## config.mk

```make
export PLATFORM = sky130hd
export DESIGN_NAME = servo_slew_flat
export DESIGN_NICKNAME = d
export VERILOG_FILES = /design/src/rtl/servo_slew_if.sv /design/src/rtl/servo_slew.sv /design/src/flat_wrapper.sv
export SDC_FILE = /design/constraint.sdc
export NUM_CORES = 1
export LEC_CHECK = 0
export BUFFER_PORTS_ARGS = -buffer_cell sky130_fd_sc_hd__buf_2
export CAP_MARGIN = 20
export CORE_AREA = 2 2 96 98
export CTS_BUF_LIST = sky130_fd_sc_hd__clkbuf_4
export DETAILED_ROUTE_END_ITERATION = 7
export DIE_AREA = 0 0 98 100
export PLACE_DENSITY = 0.8
export SYNTH_ARGS = -nofsm -noshare
export SYNTH_HDL_FRONTEND = slang
export SYNTH_SLANG_ARGS = --single-unit
```

## constraint.sdc

```tcl
create_clock -name clk -period 9.4 [get_ports clk]
set_clock_uncertainty 0.2 [all_clocks]
set_input_delay 0.47 -clock clk [delete_from_list [all_inputs] [get_ports clk]]
set_output_delay 0.47 -clock clk [all_outputs]
set_load 0.01 [all_outputs]
```

## src/rtl/servo_slew_if.sv

```systemverilog
// Bus and servo-facing signal bundle for the servo slew-rate limiter.
// The master drives the bus; the slave (servo_slew) returns read data and position status.
interface servo_slew_if;
  logic [7:0] din;
  logic [7:0] address;
  logic       w_en;
  logic       r_en;
  logic [7:0] dout;
  logic [7:0] position;
  logic       position_strobe;
  logic       busy;
  logic       done_irq;

  modport master (
    output din, address, w_en, r_en,
    input  dout, position, position_strobe, busy, done_irq
  );

  modport slave (
    input  din, address, w_en, r_en,
    output dout, position, position_strobe, busy, done_irq
  );
endinterface

```

## src/rtl/servo_slew.sv

```systemverilog
// Memory-mapped slew-rate limiter: walks an 8-bit servo position toward a written
// target in bounded steps, one step per programmable millisecond interval.
module servo_slew #(
  parameter logic [7:0] SERVO_SLEW_ADDRESS = 8'h00,
  parameter int         CLK_FREQ           = 16000000
) (
  input  logic         clk,
  input  logic         rst,
  servo_slew_if.slave  bus
);

  localparam int DATA_W = 8;
  localparam int MS_DIV = CLK_FREQ / 1000;
  localparam int PW     = (MS_DIV > 1) ? $clog2(MS_DIV) : 1;
  localparam logic [PW-1:0] PRESC_MAX = PW'(MS_DIV - 1);

  localparam logic [1:0] S_IDLE = 2'd0;
  localparam logic [1:0] S_WAIT = 2'd1;
  localparam logic [1:0] S_STEP = 2'd2;

  logic [DATA_W-1:0] position_q, position_d;
  logic [DATA_W-1:0] target_q, target_d;
  logic [DATA_W-1:0] rate_q, rate_d;
  logic [DATA_W-1:0] step_q, step_d;
  logic [DATA_W-1:0] ivl_q, ivl_d;
  logic [DATA_W-1:0] dout_q, dout_d;
  logic [PW-1:0]     presc_q, presc_d;
  logic [1:0]        state_q, state_d;
  logic              done_q, done_d;
  logic              strobe_q, strobe_d;
  logic              jump_q, jump_d;

  logic [DATA_W-1:0] offset;
  logic              wr_target, wr_rate, wr_step, wr_position, rd_status;
  logic              ms_tick;
  logic [DATA_W-1:0] delta;

  // Step size limited to the remaining distance; signed 9-bit difference cannot wrap.
  function automatic logic [DATA_W-1:0] step_delta(input logic [DATA_W-1:0] step,
                                                   input logic [DATA_W-1:0] tgt,
                                                   input logic [DATA_W-1:0] pos);
    logic signed [DATA_W:0] diff;
    logic        [DATA_W:0] mag;
    diff = $signed({1'b0, tgt}) - $signed({1'b0, pos});
    mag  = diff[DATA_W] ? unsigned'(-diff) : unsigned'(diff);
    step_delta = ({1'b0, step} < mag) ? step : mag[DATA_W-1:0];
  endfunction

  function automatic logic [DATA_W-1:0] step_toward(input logic [DATA_W-1:0] pos,
                                                    input logic [DATA_W-1:0] tgt,
                                                    input logic [DATA_W-1:0] dlt);
    step_toward = (tgt > pos) ? pos + dlt : pos - dlt;
  endfunction

  assign offset      = bus.address - SERVO_SLEW_ADDRESS;
  assign wr_target   = bus.w_en && (offset == 8'd0);
  assign wr_rate     = bus.w_en && (offset == 8'd1);
  assign wr_step     = bus.w_en && (offset == 8'd2);
  assign wr_position = bus.w_en && (offset == 8'd3);
  assign rd_status   = bus.r_en && (offset == 8'd4);
  assign ms_tick     = (presc_q == PRESC_MAX);
  assign delta       = step_delta(step_q, target_q, position_q);

  always_comb begin
    position_d = position_q;
    target_d   = target_q;
    rate_d     = rate_q;
    step_d     = step_q;
    ivl_d      = ivl_q;
    dout_d     = dout_q;
    state_d    = state_q;
    done_d     = done_q;
    jump_d     = 1'b0;
    presc_d    = ms_tick ? '0 : presc_q + 1'b1;

    if (bus.r_en) begin
      case (offset)
        8'd0:    dout_d = target_q;
        8'd1:    dout_d = rate_q;
        8'd2:    dout_d = step_q;
        8'd3:    dout_d = position_q;
        8'd4:    dout_d = {6'd0, done_q, (state_q != S_IDLE)};
        default: dout_d = '0;
      endcase
    end

    // Clear first so any completion in the same cycle overrides it.
    if (rd_status) done_d = 1'b0;

    // A RATE==0 target write lands one edge after the write edge.
    if (jump_q) begin
      position_d = target_q;
      done_d     = 1'b1;
    end

    if (wr_target) target_d = bus.din;

    case (state_q)
      S_IDLE: begin
        if (wr_target) begin
          if (bus.din == position_d) begin
            done_d = 1'b1;
          end else if (rate_q == '0) begin
            jump_d = 1'b1;
          end else begin
            ivl_d   = rate_q;
            presc_d = '0;
            state_d = S_WAIT;
          end
        end
      end
      S_WAIT: begin
        if (wr_target && (bus.din == position_q)) begin
          state_d = S_IDLE;
          done_d  = 1'b1;
        end else if (ivl_q == '0) begin
          state_d = S_STEP;
        end else if (ms_tick) begin
          ivl_d = ivl_q - 8'd1;
          if (ivl_q == 8'd1) state_d = S_STEP;
        end
      end
      S_STEP: begin
        position_d = step_toward(position_q, target_q, delta);
        if (position_d == target_d) begin
          state_d = S_IDLE;
          done_d  = 1'b1;
        end else begin
          ivl_d   = rate_q;
          state_d = S_WAIT;
        end
      end
      default: state_d = S_IDLE;
    endcase

    if (wr_rate) rate_d = bus.din;
    if (wr_step) step_d = (bus.din == '0) ? 8'd1 : bus.din;
    // A forced position overrides any step or pending jump in the same cycle.
    if (wr_position) begin
      position_d = bus.din;
      target_d   = bus.din;
      state_d    = S_IDLE;
      jump_d     = 1'b0;
    end

    strobe_d = (position_d != position_q);
  end

  always_ff @(posedge clk or posedge rst) begin
    if (rst) begin
      position_q <= '0;
      target_q   <= '0;
      rate_q     <= '0;
      step_q     <= 8'd1;
      ivl_q      <= '0;
      dout_q     <= '0;
      presc_q    <= '0;
      state_q    <= S_IDLE;
      done_q     <= 1'b0;
      strobe_q   <= 1'b0;
      jump_q     <= 1'b0;
    end else begin
      position_q <= position_d;
      target_q   <= target_d;
      rate_q     <= rate_d;
      step_q     <= step_d;
      ivl_q      <= ivl_d;
      dout_q     <= dout_d;
      presc_q    <= presc_d;
      state_q    <= state_d;
      done_q     <= done_d;
      strobe_q   <= strobe_d;
      jump_q     <= jump_d;
    end
  end

  assign bus.dout            = dout_q;
  assign bus.position        = position_q;
  assign bus.position_strobe = strobe_q;
  assign bus.busy            = (state_q != S_IDLE);
  assign bus.done_irq        = done_q;

endmodule

```

## src/flat_wrapper.sv

```systemverilog
// flat-port wrapper written by rule: the top's interface ports become plain ports
module servo_slew_flat 
#(
  parameter logic [7:0] SERVO_SLEW_ADDRESS = 8'h00,
  parameter int         CLK_FREQ           = 16000000
)
  (clk, rst, bus_din, bus_address, bus_w_en, bus_r_en, bus_dout, bus_position, bus_position_strobe, bus_busy, bus_done_irq);
  servo_slew_if bus_i ();
  input  logic clk;
  input  logic rst;
  input wire logic [$bits(bus_i.din)-1:0] bus_din;
  input wire logic [$bits(bus_i.address)-1:0] bus_address;
  input wire logic [$bits(bus_i.w_en)-1:0] bus_w_en;
  input wire logic [$bits(bus_i.r_en)-1:0] bus_r_en;
  output wire logic [$bits(bus_i.dout)-1:0] bus_dout;
  output wire logic [$bits(bus_i.position)-1:0] bus_position;
  output wire logic [$bits(bus_i.position_strobe)-1:0] bus_position_strobe;
  output wire logic [$bits(bus_i.busy)-1:0] bus_busy;
  output wire logic [$bits(bus_i.done_irq)-1:0] bus_done_irq;
  assign bus_i.din = bus_din;
  assign bus_i.address = bus_address;
  assign bus_i.w_en = bus_w_en;
  assign bus_i.r_en = bus_r_en;
  assign bus_dout = bus_i.dout;
  assign bus_position = bus_i.position;
  assign bus_position_strobe = bus_i.position_strobe;
  assign bus_busy = bus_i.busy;
  assign bus_done_irq = bus_i.done_irq;
  servo_slew #(.SERVO_SLEW_ADDRESS(SERVO_SLEW_ADDRESS), .CLK_FREQ(CLK_FREQ)) u_core (.clk(clk), .rst(rst), .bus(bus_i));
endmodule
```

# Word-level counts from Yosys, hierarchy flattened
# Index checks and enable logic that the tools add are counted.
# totals
regBits	67
output_inout_bits	19
wordCells	103
# classes
add_sub_neg	6
n_lt_le_gt_ge	2
n_eq_ne	24
n_mux	45
n_reduce_logical	15
# ops
operator	count
2-to-1 mux 8 bit	15
2-to-1 mux 14 bit	5
case mux 8 bit (5 select lines)	1
zero test 8 bit	4
equality test 8 bit	3
case mux 8 bit (3 select lines)	1
equality test 8 x 1 -> 1 bit, second input constant	2
equality test 8 x 2 -> 1 bit, second input constant	2
2-to-1 mux 2 bit	8
adder 14 x 1 -> 14 bit, second input constant	1
equality test 14 bit, second input constant	1
2-to-1 mux 1 bit	12
!= test 2 bit, second input constant	5
!= test 5 x 1 -> 1 bit, second input constant	2
less-than comparator 8 x 9 -> 1 bit	1
2-to-1 mux 9 bit	1
negation 9 bit	1
subtractor 8 x 8 -> 9 bit	1
adder 8 bit	1
equality test 8 x 3 -> 1 bit, second input constant	1
> comparator 8 bit	1
!= test 8 bit	1
AND reduction 8 bit	1
subtractor 8 x 1 -> 8 bit, second input constant	1
13 further kinds	20

# Depth between registers and ports, before layout
# depth
depth_word	11
mapped_depth	39
mapped_depth_nobuf	36

# Worst setup path before layout
# Ideal clock, no wire load.
# synth_path
kind	register to register
start	register u_core.position_q[4], in the netlist u_core.bus.position[4]
end	register u_core.ivl_q[5]
t_arrival_ps	6688
path_slack_ps	2391
stages_incl_launch_ff	34
n_path_buf	4
synth_period_minus_slack_ps	7009
path_cell_list	dfrtp_1 inv_1 ha_1 buf_6 and3_1 and2_1 a221o_1 a31oi_1 xor2_1 ha_1 a21oi_1 nand2_1 or3_1 a21oi_1 a211o_1 buf_6 clkbuf_1 nand2_1 o21ai_0 inv_1 ha_1 inv_1 mux2_2 fa_1 a21o_1 a21oi_1 o21bai_1 a21oi_1 xnor2_1 xnor2_1 nor4_1 a31oi_4 buf_6 a22o_1
# synth_via
elab_chain_cells	10
elab_cells_between_ends	18
# synth_rtl
item	line	rtl
from (decl)	servo_slew.sv:21	logic [DATA_W-1:0] position_q, position_d;
from (signal assigned)	servo_slew.sv:163	position_q <= position_d;
subtractor 8 x 8 -> 9 bit	servo_slew.sv:44	diff = $signed({1'b0, tgt}) - $signed({1'b0, pos});
negation 9 bit	servo_slew.sv:45	mag = diff[DATA_W] ? unsigned'(-diff) : unsigned'(diff);
2-to-1 mux 9 bit	servo_slew.sv:45	
less-than comparator 8 x 9 -> 1 bit	servo_slew.sv:46	step_delta = ({1'b0, step} < mag) ? step : mag[DATA_W-1:0];
2-to-1 mux 8 bit	servo_slew.sv:46	
subtractor 8 bit / adder 8 bit (equally long branches)	servo_slew.sv:52	step_toward = (tgt > pos) ? pos + dlt : pos - dlt;
2-to-1 mux 8 bit	servo_slew.sv:52	
equality test 8 bit	servo_slew.sv:125	if (position_d == target_d) begin
!= test 2 bit (no line)	n/a	
AND reduction 8 bit (no line) (*)	n/a	
to (signal assigned)	servo_slew.sv:167	ivl_q <= ivl_d;
to (decl)	servo_slew.sv:25	logic [DATA_W-1:0] ivl_q, ivl_d;
# Mark *: on every way between the ends. The rest lies on a longest branch, timed or not.
# A chain may end at the register's enable or synchronous reset.

# Worst setup path in the final report
# layout_path
start	register u_core.position_q[4], in the netlist u_core.bus.position[4]
end	register u_core.ivl_q[1]
# The elaborated chain is that of the path after synthesis.

==> impl_metrics.csv <==
group,metric,value,unit
route,vias,4811,
critical_path,regToRegSetupSlack,1.41,ns
global_route,antenna_found_initial,0,
synthesis,ys_top_cells_by_area,"dfrtp_1, ha_1, xnor2_1",
min_path,min_to,"u_core.rate_q[0]$_DFFE_PP0P_",
finish,nets,695,
min_path,hold_path.class,"input port to flip-flop",
floorplan,start_util,61.3,%
route,drtIter0Drc,368,
timing,relSlewSlack,46.6,%
finish,layout.cells.non_filler,758,
finish,area_delta_synth_final,6.02,%
timing,setup_tns,0,ns
place,placedCellCount,741,
global_route,grt-ovfl-total,0,
finish,fin_util,65.0,%
synthesis,syn_area_per_cell,8.80,µm²
job,max_cap_viol_count,0,
finish,drive_above_1_share,16.1,%
route,drc_errors,0,
synthesis,netlist_instances,619,
place,io_buffers,38,
power,share_comb_of_total_power,62.3,%
synthesis,synth-seq-cells,67,
global_route,grt_util_all_layers,31.0,%
synthesis,synth_top_area_share,30.3,%
timing,setup_viol,0,
power,power.switching,827,µW
clock_network,cts-buffers-inserted,9,
synthesis,synth.largest_area_cell,"dfrtp_1",
floorplan,rows,35,
route,viasPerCell,6.35,
floorplan,die_area,0.00980,mm²
critical_path,rr_worst_depth,32,
route,wirelength,14.7,mm
floorplan,die_y,100,µm
synthesis,yosysSeqAreaShare,30.8,%
timing,min_period,7.99,ns
timing,fmax,125,MHz
critical_path,critPathRequiredTime,9.49,ns
critical_path,cp_slowest_cell,"nor4_1",
global_route,grt_max_degree,37,
timing,grt_setup_unrepaired,"false",
clock_network,clk_latency,0.44,ns
synthesis,ys_types,64,
timing,slew_viol_final,0,
power,switching_share,49.9,%
clock_network,cts_tree,"built",
status,status,"finished clean",
power,p_leak,2.65,nW
critical_path,rr_startpoint,"u_core.bus.position[4]$_DFF_PP0_",
clock_network,cts_max_level,3,
synthesis,synth_ff_type,"dfrtp_1",
place,routabilityCongestion,0.988,
synthesis,syn_area,0.00545,mm²
min_path,min_path_cells,3,
timing,worst_pin_slew,0.794,ns
timing,min_period_over_period,85.0,%
power,internal_power,831,µW
clock_network,root_buffer,"clkbuf_4",
global_route,grt_pass1_vias,4674,
floorplan,core-area,0.00889,mm²
clock_network,clk_path_buf_depth,2,
floorplan,fp.dieW,98,µm
place,hpwl,11.2,mm
power,powerDensity,287,mW/mm²
power,ir_drop,0.000172,V
critical_path,crit_type,"flip-flop to flip-flop",
critical_path,worstPathArrival,8.08,ns
critical_path,startpoint,"u_core.bus.position[4]$_DFF_PP0_",
route,antenna_left,0,
synthesis,ys_warn_count,0,
synthesis,synth_edf_count,0,
synthesis,syn_nets,672,
power,clockPowerShare,10.7,%
finish,n_antenna_cell,0,
clock_network,path_clk_slew,0.14,ns
route,wl_per_cell,19.4,µm
timing,hold_violations,0,
power,seqPwrFrac,27.0,%
route,drt_first_pass_iters,7,
critical_path,r2r-end,"u_core.ivl_q[1]$_DFFE_PP0P_",
min_path,hp-start,"bus_din[0]",
timing,hold_slack,0.191,ns
clock_network,clkSinkCount,67,
global_route,grt_pass1_wl,23.9,mm
floorplan,num_io_pins,39,
critical_path,critPathCaptureType,"flip-flop",
critical_path,cpPeakStageDelay,0.70,ns
critical_path,critPathLaunchType,"flip-flop",
synthesis,async_reset_ff_share,100,%
critical_path,crit_path_max_fanout,19,
==> how the worst max path moves through the flow <==
| stage | end | slack (ns) | cells after the start |
|---|---|---|---|
| final | u_core.ivl_q[1]$_DFFE_PP0P_ | 1.41 | 32 |
| after global routing | u_core.ivl_q[0]$_DFFE_PP0P_ | 0.74 | 34 |
| after CTS | u_core.ivl_q[0]$_DFFE_PP0P_ | 1.53 | 32 |
| after detailed placement | u_core.ivl_q[0]$_DFFE_PP0P_ | 1.58 | 34 |
| after global placement | u_core.ivl_q[0]$_DFFE_PP0P_ | 1.83 | 32 |
| after floorplan | u_core.ivl_q[5]$_DFFE_PP0P_ | 2.39 | 33 |
==> Yosys cell counts (all sizes together), types with 2 or more instances <==
cell      n
mux2     24
o41ai     2
and3      6
buf       7
nand2b    6
a2111oi   3
nor2b     9
or2       4
xor2     28
nor3     17
o21ai    38
nand3b    2
a31oi     4
xnor2    39
o21a      3
a21oi    41
mux4      6
nor2     58
nand2    46
o2111ai   2
a22o      4
a221o     2
inv      43
ha       31
fa        2
mux2i    20
o31a      2
a21o      3
nand4     4
a222oi    2
dfrtp    66
and2      5
a211oi    4
or3       6
and4      2
nand3    27
clkbuf   21
nor4     13
o211ai    2
==> worst max-delay path: cells and delay by family (launching register included) <==
family	cells	cell delay, ns
compound gates	15	2.97
xor+xnor	2	0.29
fa+ha+maj	4	1.43
buf+inv	4	0.37
flops	1	0.56
mux	1	0.28
simple gates	6	1.72
==> layout by cell type (no fill, tap or decap), drive strengths merged, types with 13 or more instances in the layout <==
cell	netlist	routed
a21oi	41	41
buf	7	39
dfrtp	66	66
ha	31	31
inv	43	46
mux2	24	24
mux2i	20	20
nand2	46	46
nand3	27	27
nor2	58	58
nor3	17	17
nor4	13	13
o21ai	38	38
xnor2	39	39
xor2	28	28
==> cell type report <==
class	count	area, µm²
multi-input cells	481	3470
fillers	737	3120
flip-flops and latches	67	1680
repair buffers	40	208
inverters	43	161
well taps	111	139
clock buffers	9	67.6
clock inverters	7	50.0
==> state kept, by name, summed over array words and instances, names as in the netlist, 2 cells and up <==
name	flops
u_core.target_q	8
u_core.bus.position	8
u_core.rate_q	8
u_core.ivl_q	8
u_core.presc_q	14
u_core.step_q	8
u_core.bus.dout	8
u_core.state_q	2
==> per-stage QoR <==
step,setup slack (ns),instance area [µm²],power (mW)
finish,1.41,5770,1.66
global route,0.739,5770,1.79
CTS,1.53,5770,1.64
detailed placement,1.58,5650,1.47
global placement,1.83,5650,1.42
floorplan,2.39,5450,1.24
==> what timing repair did <==
action / 4_1_cts / 5_1_grt
setup buffers: 0 / 0
resized for setup: 0 / 0
hold endpoints to repair: 31 / 0
hold buffers: 1 / 0
==> logic make-up (layout without fill, tap and decap cells) <==
logic type,after synthesis,count (layout),share of synthesized area (%)
AO/OA/AOI/OAI,121,121,14.8
adder cells (fa/ha/maj),33,33,7.86
flip-flops,67,67,30.8
AND/OR/NAND/NOR,209,209,18.6
XOR/XNOR,68,68,11.3
multiplexers,50,50,11.2
buffers and inverters,71,99,5.47
==> power by group through the flow <==
stage | clock [mW] | sequential (mW) | combinational (mW)
global placement | 0 | 0.444 | 0.974
floorplan | 0 | 0.424 | 0.812
detailed placement | 0 | 0.449 | 1.02
CTS | 0.178 | 0.444 | 1.02
global route | 0.188 | 0.455 | 1.15
finish | 0.177 | 0.448 | 1.03
==> routing by layer <==
metal  part of all wire [%]  GRT usage (%)
met5                      0              0
met4                    5.2           18.2
met2                     47           50.8
met3                    7.0           4.94
met1                     41           39.1
Note: power is estimated with default switching activity, not from simulation.
